[src/rtl/fft_pkg.sv]
// -----------------------------------------------------------------------------
// fft_pkg
// Shared definitions for the 1024-point radix-2 FFT frame sequencer:
//   - sequencer state enumeration
//   - transform size constants
//   - default compute-window length (load + all butterfly stages + margin)
// No ports (package).
// -----------------------------------------------------------------------------
package fft_pkg;

    localparam int FFT_N    = 1024;
    localparam int FFT_LOG2 = 10;

    // Extra cycles after the last butterfly write: AGU pipeline wait plus
    // write drain of the final stage.
    localparam int FFT_DRAIN_MARGIN = 41;

    // Load the whole frame, then FFT_LOG2 stages of FFT_N/2 butterflies each.
    function automatic int fft_cycles(input int n, input int log2n, input int margin);
        return n + log2n * (n / 2) + margin;
    endfunction

    localparam int FFT_CYCLES_DEF = fft_cycles(FFT_N, FFT_LOG2, FFT_DRAIN_MARGIN);

    typedef enum logic [2:0] {
        IDLE    = 3'd0,
        START   = 3'd1,
        COMPUTE = 3'd2,
        READOUT = 3'd3,
        DRAIN   = 3'd4
    } fft_state_e;

endpackage

[src/rtl/fft_rd_pipe.sv]
// -----------------------------------------------------------------------------
// fft_rd_pipe
// RD_LAT-deep shift register that re-times the result RAM read strobe and the
// "last bin issued" flag so they line up with the RAM's read data.
// Ports:
//   clk, rst_n  - clock, asynchronous active-low reset
//   issue_i     - a read was issued this cycle
//   last_i      - the read issued this cycle is the final bin of the frame
//   valid_o     - issue_i delayed RD_LAT cycles
//   last_o      - last_i delayed RD_LAT cycles
// -----------------------------------------------------------------------------
module fft_rd_pipe
    import fft_pkg::*;
#(
    parameter int RD_LAT = 2
) (
    input  logic clk,
    input  logic rst_n,
    input  logic issue_i,
    input  logic last_i,
    output logic valid_o,
    output logic last_o
);

    logic [RD_LAT-1:0] vld_q, vld_d;
    logic [RD_LAT-1:0] lst_q, lst_d;

    always_comb begin
        vld_d    = vld_q;
        lst_d    = lst_q;
        vld_d[0] = issue_i;
        lst_d[0] = last_i;
        for (int i = 1; i < RD_LAT; i++) begin
            vld_d[i] = vld_q[i-1];
            lst_d[i] = lst_q[i-1];
        end
    end

    // Cleared on reset so an aborted frame leaves nothing in flight.
    always_ff @(posedge clk or negedge rst_n) begin
        if (!rst_n) begin
            vld_q <= '0;
            lst_q <= '0;
        end else begin
            vld_q <= vld_d;
            lst_q <= lst_d;
        end
    end

    assign valid_o = vld_q[RD_LAT-1];
    assign last_o  = lst_q[RD_LAT-1];

endmodule

[src/rtl/fft_frame_sequencer.sv]
// -----------------------------------------------------------------------------
// fft_frame_sequencer
// Top-level scheduler for the 1024-point radix-2 FFT engine. Waits for a full
// input frame, pulses the address generator start, times the load plus all
// butterfly stages with a cycle counter, then streams the first OUT_LEN result
// bins out of the result RAM under a ready handshake.
//
// Ports:
//   clk, rst_n      - clock, asynchronous active-low reset
//   enable_i        - allows new frames to start (running frame always finishes)
//   frame_ready_i   - level: sample buffer holds a full frame
//   frame_ack_o     - 1-cycle pulse: frame taken, buffer may refill
//   agu_start_o     - 1-cycle start pulse to the address generator
//   busy_o          - high in every state except IDLE
//   rd_addr_o       - result RAM read address (0 outside READOUT)
//   rd_en_o         - result RAM read strobe
//   out_ready_i     - downstream can accept a read issue
//   out_valid_o     - result RAM data valid this cycle
//   out_last_o      - qualifies bin OUT_LEN-1 together with out_valid_o
//   frame_done_o    - 1-cycle pulse after the last bin was valid
//
// Optional build macro FFT_SEQ_OVERRUN_CNT_EN adds:
//   overrun_clr_i   - synchronous clear of the overrun counter (wins)
//   overrun_cnt_o   - saturating count of frame_ready_i rising edges seen
//                     while busy
//
// CNT_W must satisfy 2**CNT_W > FFT_CYCLES; RD_LAT must be at least 1.
// -----------------------------------------------------------------------------
module fft_frame_sequencer
    import fft_pkg::*;
#(
    parameter int FFT_CYCLES = FFT_CYCLES_DEF,
    parameter int OUT_LEN    = 512,
    parameter int ADDR_W     = 10,
    parameter int RD_LAT     = 2,
    parameter int CNT_W      = 13
) (
    input  logic              clk,
    input  logic              rst_n,
    input  logic              enable_i,
    input  logic              frame_ready_i,
    output logic              frame_ack_o,
    output logic              agu_start_o,
    output logic              busy_o,
    output logic [ADDR_W-1:0] rd_addr_o,
    output logic              rd_en_o,
    input  logic              out_ready_i,
    output logic              out_valid_o,
    output logic              out_last_o,
    output logic              frame_done_o
`ifdef FFT_SEQ_OVERRUN_CNT_EN
    ,
    input  logic              overrun_clr_i,
    output logic [15:0]       overrun_cnt_o
`endif
);

    localparam int DRN_W = (RD_LAT > 1) ? $clog2(RD_LAT) : 1;

    fft_state_e        state_q, state_d;
    logic [CNT_W-1:0]  cnt_q, cnt_d;
    logic [ADDR_W-1:0] rd_addr_q, rd_addr_d;
    logic [DRN_W-1:0]  drn_q, drn_d;
    logic              frame_done_q, frame_done_d;
    logic              issue;
    logic              issue_last;

    // Next-state logic.
    always_comb begin
        state_d      = state_q;
        cnt_d        = cnt_q;
        rd_addr_d    = rd_addr_q;
        drn_d        = drn_q;
        frame_done_d = 1'b0;

        issue      = (state_q == READOUT) && out_ready_i;
        issue_last = issue && (rd_addr_q == ADDR_W'(OUT_LEN - 1));

        case (state_q)
            IDLE: begin
                if (enable_i && frame_ready_i) begin
                    state_d = START;
                end
            end
            START: begin
                cnt_d   = '0;
                state_d = COMPUTE;
            end
            COMPUTE: begin
                if (cnt_q == CNT_W'(FFT_CYCLES - 1)) begin
                    cnt_d     = '0;
                    rd_addr_d = '0;
                    state_d   = READOUT;
                end else begin
                    cnt_d = cnt_q + 1'b1;
                end
            end
            READOUT: begin
                // Address only advances on an accepted issue; it returns to 0
                // once the final bin has been issued.
                if (issue) begin
                    if (issue_last) begin
                        rd_addr_d = '0;
                        drn_d     = '0;
                        state_d   = DRAIN;
                    end else begin
                        rd_addr_d = rd_addr_q + 1'b1;
                    end
                end
            end
            DRAIN: begin
                // DRAIN spans exactly RD_LAT cycles, ending in the cycle the
                // last bin is valid; frame_done is registered so it lands in
                // the following IDLE cycle, where a waiting frame is accepted.
                if (drn_q == DRN_W'(RD_LAT - 1)) begin
                    drn_d        = '0;
                    frame_done_d = 1'b1;
                    state_d      = IDLE;
                end else begin
                    drn_d = drn_q + 1'b1;
                end
            end
            default: begin
                state_d = IDLE;
            end
        endcase
    end

    always_ff @(posedge clk or negedge rst_n) begin
        if (!rst_n) begin
            state_q      <= IDLE;
            cnt_q        <= '0;
            rd_addr_q    <= '0;
            drn_q        <= '0;
            frame_done_q <= 1'b0;
        end else begin
            state_q      <= state_d;
            cnt_q        <= cnt_d;
            rd_addr_q    <= rd_addr_d;
            drn_q        <= drn_d;
            frame_done_q <= frame_done_d;
        end
    end

    assign frame_ack_o  = (state_q == START);
    assign agu_start_o  = (state_q == START);
    assign busy_o       = (state_q != IDLE);
    assign rd_addr_o    = rd_addr_q;
    assign rd_en_o      = issue;
    assign frame_done_o = frame_done_q;

    fft_rd_pipe #(
        .RD_LAT (RD_LAT)
    ) u_rd_pipe (
        .clk     (clk),
        .rst_n   (rst_n),
        .issue_i (issue),
        .last_i  (issue_last),
        .valid_o (out_valid_o),
        .last_o  (out_last_o)
    );

`ifdef FFT_SEQ_OVERRUN_CNT_EN
    logic        fr_prev_q, fr_prev_d;
    logic [15:0] ovr_q, ovr_d;
    logic        fr_rise;

    always_comb begin
        fr_prev_d = frame_ready_i;
        fr_rise   = frame_ready_i && !fr_prev_q;
        ovr_d     = ovr_q;
        if (overrun_clr_i) begin
            ovr_d = '0;
        end else if (fr_rise && busy_o && (ovr_q != 16'hFFFF)) begin
            ovr_d = ovr_q + 16'd1;
        end
    end

    always_ff @(posedge clk or negedge rst_n) begin
        if (!rst_n) begin
            fr_prev_q <= 1'b0;
            ovr_q     <= '0;
        end else begin
            fr_prev_q <= fr_prev_d;
            ovr_q     <= ovr_d;
        end
    end

    assign overrun_cnt_o = ovr_q;
`endif

endmodule

[config.mk]
export PLATFORM = sky130hd
export DESIGN_NAME = fft_frame_sequencer
export DESIGN_NICKNAME = d
export VERILOG_FILES = /design/src/rtl/fft_pkg.sv /design/src/rtl/fft_rd_pipe.sv /design/src/rtl/fft_frame_sequencer.sv
export SDC_FILE = /design/constraint.sdc
export NUM_CORES = 1
export LEC_CHECK = 0
export CAP_MARGIN = 20
export CORE_AREA = 2 2 89 91
export CTS_BUF_LIST = sky130_fd_sc_hd__clkbuf_2
export DETAILED_ROUTE_END_ITERATION = 8
export DIE_AREA = 0 0 91 93
export PLACE_DENSITY = 0.42
export SLEW_MARGIN = 10
export SYNTH_ARGS = -nofsm -noshare
export SYNTH_HDL_FRONTEND = slang
export SYNTH_HIERARCHICAL = 1
export SYNTH_SLANG_ARGS = --single-unit
[constraint.sdc]
create_clock -name clk -period 2.1 [get_ports clk]
set_input_delay 0.21 -clock clk [delete_from_list [all_inputs] [get_ports clk]]
set_output_delay 0.21 -clock clk [all_outputs]
set_load 0.01 [all_outputs]
**After elaboration in Yosys (flattened, before gate mapping)**

Index checks and enable logic that the tools add are counted.

- $add $sub $neg: 3
- Equal/unequal tests: 11
- Multiplexer cells: 18
- Reduce and logical (&&, ||, !) cells: 11

Operator list:

| kind | number |
|---|---|
| $mux 10 | 3 |
| $pmux 13 s2 | 1 |
| $pmux 10 s2 | 1 |
| $mux 3 | 5 |
| $pmux 3 s5 | 1 |
| $add 13x1->13 const B | 1 |
| $eq 13x13->1 const B | 1 |
| $mux 13 | 1 |
| $add 10x1->10 const B | 1 |
| $eq 10x9->1 const B | 1 |
| $ne 2x2->1 const B | 5 |
| $eq 3x2->1 const B | 2 |
| $reduce_and 3->1 | 2 |
| $reduce_bool 2->1 | 3 |
| $mux 1 | 5 |
| $reduce_and 5->1 | 1 |
| $eq 3x1->1 const B | 1 |
| $eq 3x3->1 const B | 1 |
| $logic_and 1x1->1 | 3 |
| $logic_not 3->1 | 1 |
| $reduce_bool 3->1 | 1 |
| $pmux 1 s2 | 1 |
| $add 1x1->1 const B | 1 |

- Register bits after elaboration: 32
- Input port bits: 5
- Output and inout bits: 17
- Logic and storage cells: 50

**Logic depth before layout (Yosys ltp)**

Gate-level depths: netlist of run 1.

- Depth after elaboration: 6
- Gate-level depth with buffers: 7
- Depth with buffers taken out: 6

**Cells and area by module**

The synthesis of run 1 kept the hierarchy.

Modules (own cells, without submodules):

| module | times used | cells each | area an instance (sq um) | seq. area each (sq um) |
|---|---|---|---|---|
| fft_frame_sequencer | 1 | 175 | 1707.9 | 700.7 |
| fft_rd_pipe | 1 | 4 | 100.1 | 100.1 |

**Worst setup path after synthesis of run 1**

OpenSTA, ideal clock, no wires.

- Path type: register -> register
- Start point: register rd_addr_q[0] (netlist: rd_addr_o[0])
- End point: register state_q[1]
- Setup time: 125 ps
- Arrival: 1685 ps
- Data required time: 1975 ps
- Slack: 290 ps
- Stages on the path, launching flop included: 7
- Path buffers: 1
- Period minus slack after synthesis: 1810 ps
- Cell sequence: dfrtp_1 -> ha_1 -> and3_1 -> buf_2 -> a31oi_4 -> nor3_1 -> mux2_2

- Cells in the longest elaborated chain, start to end: 4

Ends and longest elaborated chain:

| element | line | RTL |
|---|---|---|
| start: declaration | fft_frame_sequencer.sv:62 | `logic [ADDR_W-1:0] rd_addr_q, rd_addr_d;` |
| start signal: assignment | fft_frame_sequencer.sv:139 | `rd_addr_q <= rd_addr_d;` |
| $eq 10x9->1 | fft_frame_sequencer.sv:77 | `issue_last = issue && (rd_addr_q == ADDR_W'(OUT_LEN - 1));` |
| $logic_and 1x1->1 | fft_frame_sequencer.sv:77 |  |
| $ne 2x2->1 (no source line) | -- |  |
| $reduce_and 5->1 (no source line) | -- |  |
| end signal: assignment | fft_frame_sequencer.sv:137 | `state_q <= state_d;` |
| end: declaration | fft_frame_sequencer.sv:60 | `fft_state_e state_q, state_d;` |

Every way passes these cells.
A chain may end at the register's enable or synchronous reset.

**Final worst setup path of run 1**

- Start point: register state_q[2]
- End point: output port busy_o

- Cells in the longest elaborated chain, start to end: 1

Ends and longest elaborated chain:

| element | line | RTL |
|---|---|---|
| $reduce_bool 3->1 | fft_frame_sequencer.sv:147 | `assign busy_o = (state_q != IDLE);` |
| end: declaration | fft_frame_sequencer.sv:44 | `output logic busy_o,` |

Every way passes these cells.

==> out/metrics.yaml, run 1 <==
outcome:
  outcome: "complete, no violations"
clock_tree:
  clockBufferDepth: 2
  path_clk_slew_ns: 0.19
  root_buffer: "clkbuf_2"
  cts.sinks: 32
  numCtsBuffers: 5
  insertion_delay_ns: 0.38
  hold_buffers: 0
  htreeDepth: 2
  cts_tree: "built"
sta:
  period_share: 0.942
  slew_headroom: 0.720
  finalHoldViolCount: 0
  clock.fmax_mhz: 506
  tightestPinTransition_ns: 0.420
  setup_tns_ns: 0
  final-setup-viol-count: 0
  rsz0062_at_grt: "false"
  min_period_ns: 1.98
  slew_viol_final: 0
  finClkSkew_ns: 0.0116
finish:
  area_growth_syn_to_layout_pct: 25.9
  nFillCells: 812
  drive_gt1_frac: 0.204
  final_common_cell: "dfrtp_1"
  diodes: 0
  mostFrequentLayoutCells: "dfrtp_1 (28), nand2_1 (21), clkdlybuf4s50_1 (19), buf_4 (19), a22o_1 (14)"
  final_nets: 223
  finalInstanceArea_sq_mm: 0.00228
global_routing:
  grt_pass1_wl_um: 7630
  met3_usage: 0.0282
  top_usage_layer: "met2"
  grt_use_met2: 0.193
  grt_pass1_vias: 1505
  track_usage: 0.115
  grt_max_degree: 33
  use_met1: 0.147
  grt_overflow: 0
  antenna_found_initial: 0
synth:
  syn_area_sq_mm: 0.00181
  ys_ff_latch: 32
  ys_types: 49
  synth_warnings: 6
  syn_inst: 179
  synth_area_leader_cell: "dfrtp_1"
  syn_nets: 187
  synth_area_per_cell_sq_um: 10.1
  synth_area_leaders: "dfrtp_1 (44%), a22o_1 (6.8%), nand2_1 (4.4%), a31oi_4 (2.4%), nor2_1 (2.3%)"
  ys_seq_area_frac: 0.443
  yosysTopAreaCellShare: 0.443
setup_path:
  cp.required_ns: 1.89
  endpoint: "busy_o"
  rrSetupSlack_ns: 0.13
  critPathCaptureType: "output pin"
  critPathKind: "reg2out"
  cp.arrival_ns: 1.77
  cp-start-kind: "flip-flop"
  rr_startpoint: "state_q[0]$_DFFE_PN0P_"
  crit_fanout: 6
  worstRegToRegCells: 6
  crit_path_start: "state_q[2]$_DFFE_PN0P_"
  rr_endpoint: "cnt_q[9]$_DFFE_PN0N_"
routing:
  routed_wl_um: 4560
  firstDrtPassIters: 4
  drtAntennaViolNets: 0
  route.vias.total: 1521
  initialDrtViolationCount: 85
  drt-vias-per-instance: 4.78
  wl_per_cell_um: 14.3
  drc: 0
placement:
  placed_area_sq_mm: 0.00218
  gp_congestion: 0.790
  post-dp-hpwl_um: 3190
  io_buffers: 21
floorplanning:
  coreArea_sq_mm: 0.00753
  initial_utilization: 0.240
  row_count: 32
  ios: 22
  fp.dieH_um: 93
  die-area_sq_mm: 0.00846
  die_w_um: 91
power_and_ir_drop:
  p_clk_frac: 0.335
  p_sw_mw: 0.254
  p_leak_nw: 1.00
  power.density_mw_per_mm2: 423
  p_seq_frac: 0.641
  p_comb_frac: 0.025
  swShare: 0.264
  p_int_mw: 0.709
  vdd_drop_max_mv: 0.169
run:
  drv_cap: 0
worst_hold_path:
  hp-class: "in2async"
==> kinds of logic after synthesis <==
group,after synthesis,synth area share
AOI/OAI and AO/OA,48,0.233
xor gates and xnor gates,1,0.00485
adders and majority gates,3,0.0208
buffers and inverters,17,0.0512
DFF,32,0.443
muxes,3,0.0187
and+or+nand+nor,75,0.229
==> power groups by stage <==
stage | combinational (mW) | sequential [mW] | clock (mW)
floorplan | 0.00245 | 0.628 | 0
global placement | 0.0255 | 0.628 | 0
detailed placement | 0.0255 | 0.628 | 0
CTS | 0.0254 | 0.617 | 0.339
global route | 0.0278 | 0.617 | 0.370
finish | 0.0238 | 0.617 | 0.322
==> routing by layer <==
metal / share of wire / up-vias
met4: 0.0092 / 0
li1: - / 741
met2: 0.48 / 32
met1: 0.47 / 743
met3: 0.039 / 5
met5: 0 / -
==> per-stage QoR <==
step | hold slack [ns] | total power, mW | util | cells | setup slack [ns]
after floorplan | -0.0856 | 0.630 | - | 179 | 0.290
after global placement | 0.333 | 0.653 | 0.290 | 305 | 0.146
after detailed placement | 0.339 | 0.653 | 0.290 | 305 | 0.149
after CTS | 0.192 | 0.982 | 0.301 | 318 | 0.0272
after global routing | 0.186 | 1.01 | 0.302 | 318 | 0.00120
final | 0.201 | 0.963 | 0.302 | 318 | 0.122
==> repair_timing <==
item                                    CTS  global route
endpoints found under the setup margin    4             5
hold endpoints to repair                  0             0
buffers inserted                          5             0
gates resized for setup                   4             5
==> state kept, by name (all words and copies together) (netlist names) <==
register	cells
cnt_q	13
state_q	3
u_rd_pipe/vld_q	2
drn_q	1
rd_addr_o	10
frame_done_o	1
u_rd_pipe/lst_q	2
==> worst min-delay path by stage <==
stage                                 start                            to  slack [ns]  depth (start not counted)
6_report                              rst_n      rd_addr_o[3]$_DFFE_PN0P_        0.20                          2
5_1_grt                               rst_n      rd_addr_o[7]$_DFFE_PN0P_        0.19                          2
4_1_cts                               rst_n  u_rd_pipe/vld_q[1]$_DFF_PN0_        0.19                          2
3_5_place_dp   u_rd_pipe/lst_q[0]$_DFF_PN0_  u_rd_pipe/lst_q[1]$_DFF_PN0_        0.34                          0
3_3_place_gp   u_rd_pipe/vld_q[0]$_DFF_PN0_  u_rd_pipe/vld_q[1]$_DFF_PN0_        0.33                          0
2_1_floorplan                         rst_n          cnt_q[0]$_DFFE_PN0N_       -0.09                          0
==> cells in the mapped netlist, drive strengths merged <==
cell type,instances
o211a,2
nor3b,1
a31oi,8
nor2,11
nand3,7
o21ai,3
o32a,1
buf,11
a41oi,3
nor3,7
nand2b,1
and3,1
ha,3
or3,1
a21o,1
o311ai,1
a2111oi,2
xnor2,1
or3b,1
a22o,14
and3b,2
nand2,21
and2,1
and4,2
nor2b,2
a221o,1
or2b,1
nand3b,2
dfrtp,32
nor4,4
mux2,3
o31ai,1
o2bb2ai,2
a21oi,4
o211ai,3
and4b,1
or2,4
a21boi,1
nand4,4
inv,6
o221ai,1
and4bb,1
==> critical path: stages (launching register included) <==
cell and delay, ns:
dfrtp_2 0.45, buf_4 0.16, or3_1 0.30, clkdlybuf4s50_1 0.49
==> area by class of cell <==
class / count / area (sq um) / area share
Clock buffer: 6 / 30.0 / 0.0132
Clock inverter: 2 / 11.3 / 0.00495
Inverter: 6 / 22.5 / 0.00990
Multi-Input combinational cell: 130 / 921 / 0.405
Sequential cell: 32 / 806 / 0.354
Tap cell: 102 / 128 / 0.0561
Timing Repair Buffer: 40 / 358 / 0.157
Power figures use the tool's default switching activity.
==> run 2, diff against run 1 <==
GPL_ROUTABILITY_DRIVEN = 0   (was default)
==> results of run 2 <==
Final layout, timing and power as in run 1 (identical DEF).
==> run 3, diff against run 2 <==
clock period = 2.4 ns   (was 2.1 ns; I/O delays follow)
==> run 3 against run 2 <==
  * Via count fell by 3.8%
  * Cell count fell by 3.8%
  * Sequential share of layout area rose by 1.6 points
  * Hold slack improved by 0.045 ns
  * Combinational power fell by 12%
  * Clock skew fell by 0.0030 ns
  * Setup slack improved by 0.12 ns
  * Power fell by 14%
  * Non-clock buffer count fell by 12
  * Sequential power fell by 12%
  * Design area fell by 4.4%
  * Flip-flop and latch count did not move
==> out/metrics.yaml, run 3 (synthesized netlist as in run 1, its figures left out) <==
clock_tree:
  path_clk_slew_ns: 0.18
  numCtsBuffers: 5
  hold_buffers: 0
  cts.sinks: 32
  insertion_delay_ns: 0.37
  root_buffer: "clkbuf_2"
  clockBufferDepth: 2
  htreeDepth: 2
  cts_tree: "built"
finish:
  final_nets: 211
  area_growth_syn_to_layout_pct: 20.3
  diodes: 0
  largest_reg_flops: 13
  final_util: 0.289
  mostFrequentLayoutCells: "dfrtp_1 (29), nand2_1 (21), clkdlybuf4s50_1 (21)"
  regMostFlops: "cnt_q"
  drive_gt1_frac: 0.147
  final_cells: 306
  final_common_cell: "dfrtp_1"
sta:
  finalHoldViolCount: 0
  period_share: 0.898
  finClkSkew_ns: 0.00856
  rsz0062_at_grt: "false"
  slew_headroom: 0.628
  final-setup-viol-count: 0
  slew_viol_final: 0
  tightestPinTransition_ns: 0.556
  min_period_ns: 2.16
  setup_tns_ns: 0
  clock.fmax_mhz: 464
floorplanning:
  initial_utilization: 0.240
  coreArea_sq_mm: 0.00753
  fp.dieH_um: 93
  ios: 22
  die_w_um: 91
  row_count: 32
  die-area_sq_mm: 0.00846
setup_path:
  cp.arrival_ns: 1.92
  critPathCaptureType: "output pin"
  critPathKind: "reg2out"
  crit_fanout: 11
  slowest_stage: "clkdlybuf4s50_1"
  path_cells: "and3b_1 -> nand2_1 -> inv_1 -> clkdlybuf4s50_1"
  critical_path.max_stage_delay_ns: 0.55
  cp-start-kind: "flip-flop"
  cp.required_ns: 2.16
global_routing:
  grt_max_degree: 33
  grt_pass1_wl_um: 7120
  grt_pass1_vias: 1438
  grt_overflow: 0
  track_usage: 0.105
  antenna_found_initial: 0
routing:
  drtAntennaViolNets: 0
  firstDrtPassIters: 4
  routed_wl_um: 4160
  route.vias.total: 1463
  initialDrtViolationCount: 60
  drt-vias-per-instance: 4.78
  drc: 0
  wl_per_cell_um: 13.6
worst_hold_path:
  hp-class: "in2async"
placement:
  dp.cells: 296
  post-dp-hpwl_um: 2960
  io_buffers: 21
power_and_ir_drop:
  p_total_mw: 0.833
  power.density_mw_per_mm2: 383
  p_leak_nw: 0.912
  vdd_drop_max_mv: 0.175
run:
  drv_cap: 0
outcome:
  outcome: "complete, no violations"
[run 3: cell types whose count changed in the layout (fill, tap and decap cells not counted), sizes merged]
cell,change
buf,-12
clkbuf,-1
clkdlybuf4s50,+2
clkinv,+2
clkinvlp,-1
dlymetal6s2s,-2
[run 3: final cells by class]
class	count	area, sq um
clock buffers	5	25.0
clock inverters	3	18.8
multi-input cells	130	915
fillers	816	5350
flip-flops and latches	32	805
inverters	6	22.5
repair buffers	28	263
well taps	102	128
[run 3: where the power goes]
group	leakage, nW	internal, mW	total, mW	switching (mW)
clock network	0.0327	0.0704	0.272	0.202
registers	0.413	0.540	0.540	0
logic	0.466	0.00752	0.0209	0.0134
[run 3: metal layers]
| layer | global-route usage | share of wire |
|---|---|---|
| met2 | 0.177 | 0.47 |
| met4 | 0.0379 | 0.012 |
| met5 | 0 | 0 |
| met3 | 0.0266 | 0.035 |
| met1 | 0.131 | 0.48 |
[run 3: stage by stage]
step / hold slack, ns / instance area (sq um) / setup slack (ns)
floorplan: -0.0556 / 1810 / 0.590
global placement: 0.333 / 2110 / 0.430
detailed placement: 0.335 / 2110 / 0.394
CTS: 0.230 / 2160 / 0.0485
global route: 0.214 / 2180 / 0.0626
finish: 0.245 / 2180 / 0.245
[run 3: timing repair]
action	in CTS	in global routing
setup buffers	0	2
endpoints found under the setup margin	0	1
resized for setup	0	3
[run 3: critical path, delay by kind of cell (launching register included)]
family                 cells  cell delay (ns)
flip-flops                 1             0.51
buffers and inverters      2             0.64
AND/OR/NAND/NOR            2             0.40
[run 3: worst paths after layout]
kind | slack (ns) | from | cells after the start | end
hold reg to reg | 0.37 | u_rd_pipe/vld_q[0]$_DFF_PN0_ | 0 | u_rd_pipe/vld_q[1]$_DFF_PN0_
min in group clk | 0.37 | u_rd_pipe/vld_q[0]$_DFF_PN0_ | 0 | u_rd_pipe/vld_q[1]$_DFF_PN0_
setup / recovery | 0.24 | state_q[1]$_DFFE_PN0P_ | 4 | rd_en_o
max in group asynchronous | 1.82 | rst_n | 2 | state_q[1]$_DFFE_PN0P_
hold / removal | 0.25 | rst_n | 2 | rd_addr_o[1]$_DFFE_PN0P_
setup reg to reg | 0.38 | rd_addr_o[0]$_DFFE_PN0P_ | 5 | state_q[1]$_DFFE_PN0P_
